### src/rtl/bus_turnaround_ctrl.sv
// Direction/enable sequencer for a 74HCT245 data-bus transceiver with dead-cycle turnaround.
// Define BUS_TURN_B2B_EN to allow a new request to be accepted at the RELEASE edge.
module bus_turnaround_ctrl #(
  parameter int unsigned WIDTH       = 8,
  parameter int unsigned TURN_CYCLES = 2,
  parameter int unsigned HOLD_CYCLES = 1
) (
  input  logic             clk,
  input  logic             reset,
  input  logic             req_wr,
  input  logic [WIDTH-1:0] wr_data,
  input  logic             req_rd,
  output logic             busy,
  output logic [WIDTH-1:0] rd_data,
  output logic             rd_valid,
  output logic             xcvr_dir,
  output logic             xcvr_nOE,
  output logic [WIDTH-1:0] a_out,
  output logic             a_oe,
  input  logic [WIDTH-1:0] a_in
);

  localparam logic [3:0] TurnLoad = 4'(TURN_CYCLES);
  localparam logic [3:0] HoldLoad = 4'(HOLD_CYCLES);

  typedef enum logic [2:0] {
    StIdle,
    StTurn,
    StDrive,
    StSample,
    StRelease
  } state_e;

  state_e           state_q, state_d;
  logic [3:0]       cnt_q, cnt_d;
  logic             dir_q, dir_d;
  logic             noe_q, noe_d;
  logic             a_oe_q, a_oe_d;
  logic             busy_q, busy_d;
  logic             rd_valid_q, rd_valid_d;
  logic [WIDTH-1:0] a_out_q, a_out_d;
  logic [WIDTH-1:0] rd_data_q, rd_data_d;
  logic             accept_ok;
  logic             new_dir;

  always_comb begin
    state_d    = state_q;
    cnt_d      = cnt_q;
    dir_d      = dir_q;
    a_out_d    = a_out_q;
    rd_data_d  = rd_data_q;
    rd_valid_d = 1'b0;
    new_dir    = req_wr;

`ifdef BUS_TURN_B2B_EN
    accept_ok = (state_q == StIdle) || (state_q == StRelease);
`else
    accept_ok = (state_q == StIdle);
`endif

    unique case (state_q)
      StTurn: begin
        // xcvr_dir already holds the new direction, so it selects the transfer phase.
        if (cnt_q == 4'd1) begin
          state_d = dir_q ? StDrive : StSample;
          cnt_d   = HoldLoad;
        end else begin
          cnt_d = cnt_q - 4'd1;
        end
      end
      StDrive: begin
        if (cnt_q == 4'd1) begin
          state_d = StRelease;
        end else begin
          cnt_d = cnt_q - 4'd1;
        end
      end
      StSample: begin
        if (cnt_q == 4'd1) begin
          state_d    = StRelease;
          rd_data_d  = a_in;
          rd_valid_d = 1'b1;
        end else begin
          cnt_d = cnt_q - 4'd1;
        end
      end
      StRelease: state_d = StIdle;
      default:   state_d = StIdle;
    endcase

    // Write has priority; a simultaneous read is dropped.
    if (accept_ok && (req_wr || req_rd)) begin
      if (req_wr) begin
        a_out_d = wr_data;
      end
      if (new_dir != dir_q) begin
        state_d = StTurn;
        dir_d   = new_dir;
        cnt_d   = TurnLoad;
      end else begin
        state_d = new_dir ? StDrive : StSample;
        cnt_d   = HoldLoad;
      end
    end

    noe_d  = !((state_d == StDrive) || (state_d == StSample));
    a_oe_d = (state_d == StDrive);
`ifdef BUS_TURN_B2B_EN
    busy_d = (state_d == StTurn) || (state_d == StDrive) || (state_d == StSample);
`else
    busy_d = (state_d != StIdle);
`endif
  end

  always_ff @(posedge clk) begin
    if (reset) begin
      state_q    <= StIdle;
      cnt_q      <= 4'd0;
      dir_q      <= 1'b0;
      noe_q      <= 1'b1;
      a_oe_q     <= 1'b0;
      busy_q     <= 1'b0;
      rd_valid_q <= 1'b0;
      a_out_q    <= '0;
      rd_data_q  <= '0;
    end else begin
      state_q    <= state_d;
      cnt_q      <= cnt_d;
      dir_q      <= dir_d;
      noe_q      <= noe_d;
      a_oe_q     <= a_oe_d;
      busy_q     <= busy_d;
      rd_valid_q <= rd_valid_d;
      a_out_q    <= a_out_d;
      rd_data_q  <= rd_data_d;
    end
  end

  assign busy     = busy_q;
  assign rd_data  = rd_data_q;
  assign rd_valid = rd_valid_q;
  assign xcvr_dir = dir_q;
  assign xcvr_nOE = noe_q;
  assign a_out    = a_out_q;
  assign a_oe     = a_oe_q;

endmodule
### config.mk
export PLATFORM = sky130hd
export DESIGN_NAME = bus_turnaround_ctrl
export DESIGN_NICKNAME = d
export VERILOG_FILES = /design/src/rtl/bus_turnaround_ctrl.sv
export SDC_FILE = /design/constraint.sdc
export NUM_CORES = 1
export LEC_CHECK = 0
export ABC_CLOCK_PERIOD_IN_PS = 1900
export BUFFER_PORTS_ARGS = -buffer_cell sky130_fd_sc_hd__buf_2
export CAP_MARGIN = 25
export CORE_MARGIN = 2
export CORE_UTILIZATION = 48
export CTS_CLUSTER_SIZE = 10
export DETAILED_ROUTE_END_ITERATION = 7
export PLACE_DENSITY = 0.8
export SYNTH_ARGS = -nofsm -noshare
export SYNTH_HDL_FRONTEND = slang
export SYNTH_SLANG_ARGS = --single-unit
### constraint.sdc
create_clock -name clk -period 1.9 [get_ports clk]
set_input_delay 0.19 -clock clk [delete_from_list [all_inputs] [get_ports clk]]
set_output_delay 0.19 -clock clk [all_outputs]
set_load 0.02 [all_outputs]
Word level (Yosys, flattened, before mapping). Index checks and enable logic that the tools add are counted.

Input port bits: 20. Word-level logic and storage cells: 45. Flip-flop bits (word level): 28.

Bitwise gates (word level): 1. $add $sub $neg: 1. Eq/ne operators: 8. Reduce and logical (&&, ||, !) cells: 13. Multiplexer cells: 13.

Operator list (count): 3-bit by 2-bit equality test with 1-bit output (second input constant) (4); 4-bit two-way mux (3); 3-bit two-way mux (3); 4-bit case mux with 2 select lines (1); 2-bit AND reduction (4); 3-bit case mux with 2 select lines (1); 3-bit nonzero test (2); 4-bit by 1-bit equality test with 1-bit output (second input constant) (1); 2-bit two-way mux (2); 2-bit OR reduction (2); 4-bit by 1-bit subtractor with 4-bit output (second input constant) (1); 3-bit by 1-bit equality test with 1-bit output (second input constant) (1); 3-bit zero test (1); 1-bit two-way mux (3); 3-bit by 2-bit != test with 1-bit output (second input constant) (1); 1-bit logical OR (2); 1-bit logical AND (1); 1-bit zero test (1); 1-bit != test (1); 1-bit NOT (1).

Longest topological paths before layout.
Depth in word-level cells: 7. Depth in mapped cells: 7.

Worst setup path after synthesis. OpenSTA, ideal clock, no wires.

Path kind: reg2reg. From: reg cnt_q[0]. To: reg busy_q, in the netlist busy. Stages on the path, launching flop included: 6. Library setup time: 127 ps. Arrival: 1388 ps. Setup slack: 385 ps. Path buffers: 0. Period minus slack after synthesis: 1515 ps. Cell sequence: dfxtp_1 -> ha_1 -> nor3b_4 -> or3_2 -> o311ai_4 -> or3_1.

Word-level cells in the longest chain between the ends: 5.

Ends and longest elaborated chain: start: declaration (RTL line 35) `logic [3:0] cnt_q, cnt_d;`; start signal: assignment (RTL line 128) `cnt_q <= cnt_d;`; 4-bit by 1-bit equality test with 1-bit output * (RTL line 64, 72, 79); 3-bit two-way mux (on tied branches) (RTL line 72, 79, 64); 3-bit case mux with 2 select lines * (RTL line 61) `unique case (state_q)`; 3-bit two-way mux * (RTL line 92) `if (accept_ok && (req_wr || req_rd)) begin`; 3-bit nonzero test * (RTL line 111) `busy_d = (state_d != StIdle);`; end signal: assignment (RTL line 132) `busy_q <= busy_d;`; end: declaration (RTL line 39) `logic busy_q, busy_d;`.

Every way passes the cells marked *; elsewhere a longest branch is shown, timed or not. A chain may end at the register's enable or synchronous reset.

Final worst setup path. Same ends and word-level chain as after synthesis.

==> out/qor.yml <==
status:
  status: "complete, no violations"
layout:
  diodes: 0
  drive_gt1_share_pct: 30.25
  multi_input_area_um2: 568.0
  final_cell_area_um2: 1405
  layout.nets: 187
  finalNonFillerCells: 190
  seqCellArea_um2: 560.5
  fillers: 202
  area_growth_pct: 20.88
yosys:
  synth_nets: 146
  syn_inst: 123
  synth_area_leaders: "dfxtp_1, mux2i_1, nand2_1"
  ys_ff_latch: 28
  seq_area_frac_synth_pct: 48.22
  syn_avg_cell_area_um2: 9.450
  synth_area_leader_cell: "dfxtp_1"
  ys_warn_count: 0
  synth_top_area_share_pct: 48.22
  yosysUniqueCellTypes: 31
  syn-cell-area_um2: 1162
global_routing:
  grtUsageTotal_pct: 18.22
  antenna_found_initial: 0
  grt_pass1_wl_mm: 3.815
  grt_max_degree: 30
  grt_pass1_vias: 935
  grt_overflow: 0
routing:
  wl_met3_um: 159
  dr.first_iter.drc_count: 25
  highest_layer: "met4"
  drc_errors: 0
  wirelength_mm: 2.379
  wl_met2_mm: 1.188
  ant_nets: 0
  vias: 1032
  wl_met1_mm: 1.018
  dr.pass1.iters: 4
  via_per_inst: 5.432
  post_drt_wl_per_cell_um: 12.52
setup_path:
  end_kind: "flop"
  crit_path_top_delay_cell: "dfxtp_1"
  max_stage_delay_ns: 0.41
  crit_path_max_fanout: 7
  required_ns: 2.11
  crit_path_start_kind: "flop"
  worstSetupPathType: "flop to flop"
  arrival_ns: 1.89
  worstPathCellList: "ha_1 > nor3b_4 > o21ai_1 > a22o_1 > or3_1"
power_and_ir_drop:
  clkPwrFrac_pct: 13.1
  p_per_area_nw_per_um2: 1240
  internal_power_mw: 1.085
  p_leak_nw: 0.6999
  power_mw: 1.742
  p_comb_share_pct: 40.6
  ir_worst_vdd_mv: 0.8887
  switching_power_mw: 0.6571
  p_sw_share_pct: 37.72
  seq_power_share_pct: 46.3
timing:
  slew_viol_final: 0
  tns_ns: 0
  fmax_mhz: 594.7
  skew_ns: 0.001709
  finalSetupViolations: 0
  min_period_over_period_pct: 88.50
  grt_setup_unrepaired: "false"
  whs_ns: 0.09791
  slew_headroom_pct: 66.00
  hold_viol: 0
  worst_pin_slew_ns: 0.5100
  min_period_ns: 1.681
cts:
  cts-root-buf: "clkbuf_4"
  cts.sinks: 28
  h-tree-depth: 1
  clk_transition_reported_paths_ns: 0.13
  cts_resized: 0
  cts_setup_buffers: 0
  clkLatencyLatePin_ns: 0.31
  tritoncts: "built"
  hold_buffers: 0
  cts_inserted_buffers: 3
  cts_buffer_depth: 2
placement:
  place_area_um2: 1383
  finalWeightedCongestion: 0.8479
  hpwl_mm: 1.805
  dpl.cell_count: 187
  portBuffers: 40
floorplan:
  row_count: 17
  die_h_um: 53.21
  die_x_um: 53.21
  io_pins: 41
  core_um2: 2255
  die_area_um2: 2831
  start_util_pct: 51.55
job:
  maxCapViolCount: 0
hold_path:
  hold_path_class: "input pin to flop"
==> stage by stage <==
stage               worst slack, ns  utilization, %
detailed placement           0.2593           61.32
finish                       0.2185           62.32
global route                 0.1139           62.32
floorplan                    0.3847               -
CTS                          0.2219           62.32
global placement             0.3209           61.32
==> cells in the mapped netlist <==
| master | n |
|---|---|
| nand4bb_1 | 1 |
| nand2_1 | 20 |
| nand3b_1 | 4 |
| nor3b_1 | 2 |
| ha_1 | 3 |
| a31oi_1 | 2 |
| dfxtp_1 | 28 |
| or3_2 | 1 |
| o311ai_4 | 1 |
| and2_1 | 2 |
| and3_1 | 1 |
| nand2b_1 | 1 |
| buf_2 | 3 |
| or3_1 | 2 |
| a221o_1 | 1 |
| inv_1 | 3 |
| nand4b_1 | 2 |
| nand3_1 | 3 |
| mux2i_1 | 9 |
| o211a_1 | 1 |
| a211o_2 | 1 |
| o41ai_1 | 1 |
| o21ba_2 | 1 |
| a22oi_1 | 1 |
| nor2_1 | 14 |
| o21ai_1 | 1 |
| nor4_1 | 1 |
| a21oi_1 | 9 |
| a22o_1 | 1 |
| nor3b_4 | 1 |
| clkbuf_1 | 2 |
==> cell usage in the layout, fill, tap and decap left out, types with 3 or more instances in the layout <==
cell	n
a21oi_1	9
dfxtp_1	28
mux2i_1	9
nand3b_1	4
ha_1	3
nor2_1	14
nand2_1	20
clkbuf_4	3
inv_1	3
nand3_1	3
buf_2	40
==> sequential cells by signal, summed over array words and instances (netlist names) <==
register,cells
rd_valid,1
busy,1
cnt_q,4
state_q,3
a_out,8
rd_data,8
xcvr_dir,1
xcvr_nOE,1
a_oe,1
==> kinds of logic after synthesis <==
group                    after synthesis  share of synthesized area (%)
adder cells (fa/ha/maj)                3                          3.230
buffers and inverters                  8                          2.906
flip-flops                            28                          48.22
AO/OA/AOI/OAI                         20                          13.24
AND/OR/NAND/NOR                       55                          24.65
multiplexers                           9                          7.751
==> routing by layer <==
layer | vias up | GRT usage [%]
li1 | 507 | -
met1 | 490 | 20.56
met2 | 33 | 33.13
met3 | 2 | 3.672
met4 | 0 | 6.838
met5 | - | 0
==> power by group through the flow <==
stage	logic, mW	registers, mW	clock network [mW]
detailed placement	0.708	0.819	0
finish	0.707	0.807	0.228
CTS	0.712	0.805	0.238
floorplan	0.459	0.882	0
global placement	0.677	0.814	0
global route	0.795	0.824	0.260
==> layout make-up <==
cell class              count  share of cell area, %
multi-input cells          87                  40.43
inverters                   3                 0.8014
repair buffers             41                  14.78
well taps                  28                  2.493
clock buffers               3                  1.603
flip-flops and latches     28                  39.89
==> critical path: cells and delay by family, from the launching register on <==
kind                     cells  cell delay (ns)
AND/OR/NAND/NOR              2             0.60
AO/OA/AOI/OAI                2             0.41
flip-flops                   1             0.41
adder cells (fa/ha/maj)      1             0.17
==> final timing paths <==
path / from / end / slack, ns / cells past startpoint
setup / recovery: cnt_q[0]$_SDFFE_PP0P_ / busy$_SDFF_PP0_ / 0.22 / 5
setup reg to reg: cnt_q[0]$_SDFFE_PP0P_ / busy$_SDFF_PP0_ / 0.22 / 5
hold reg to reg: a_out[2]$_SDFFE_PP0P_ / a_out[2]$_SDFFE_PP0P_ / 0.46 / 2
hold / removal: wr_data[7] / a_out[7]$_SDFFE_PP0P_ / 0.1 / 3
Power figures use the tool's default switching activity.
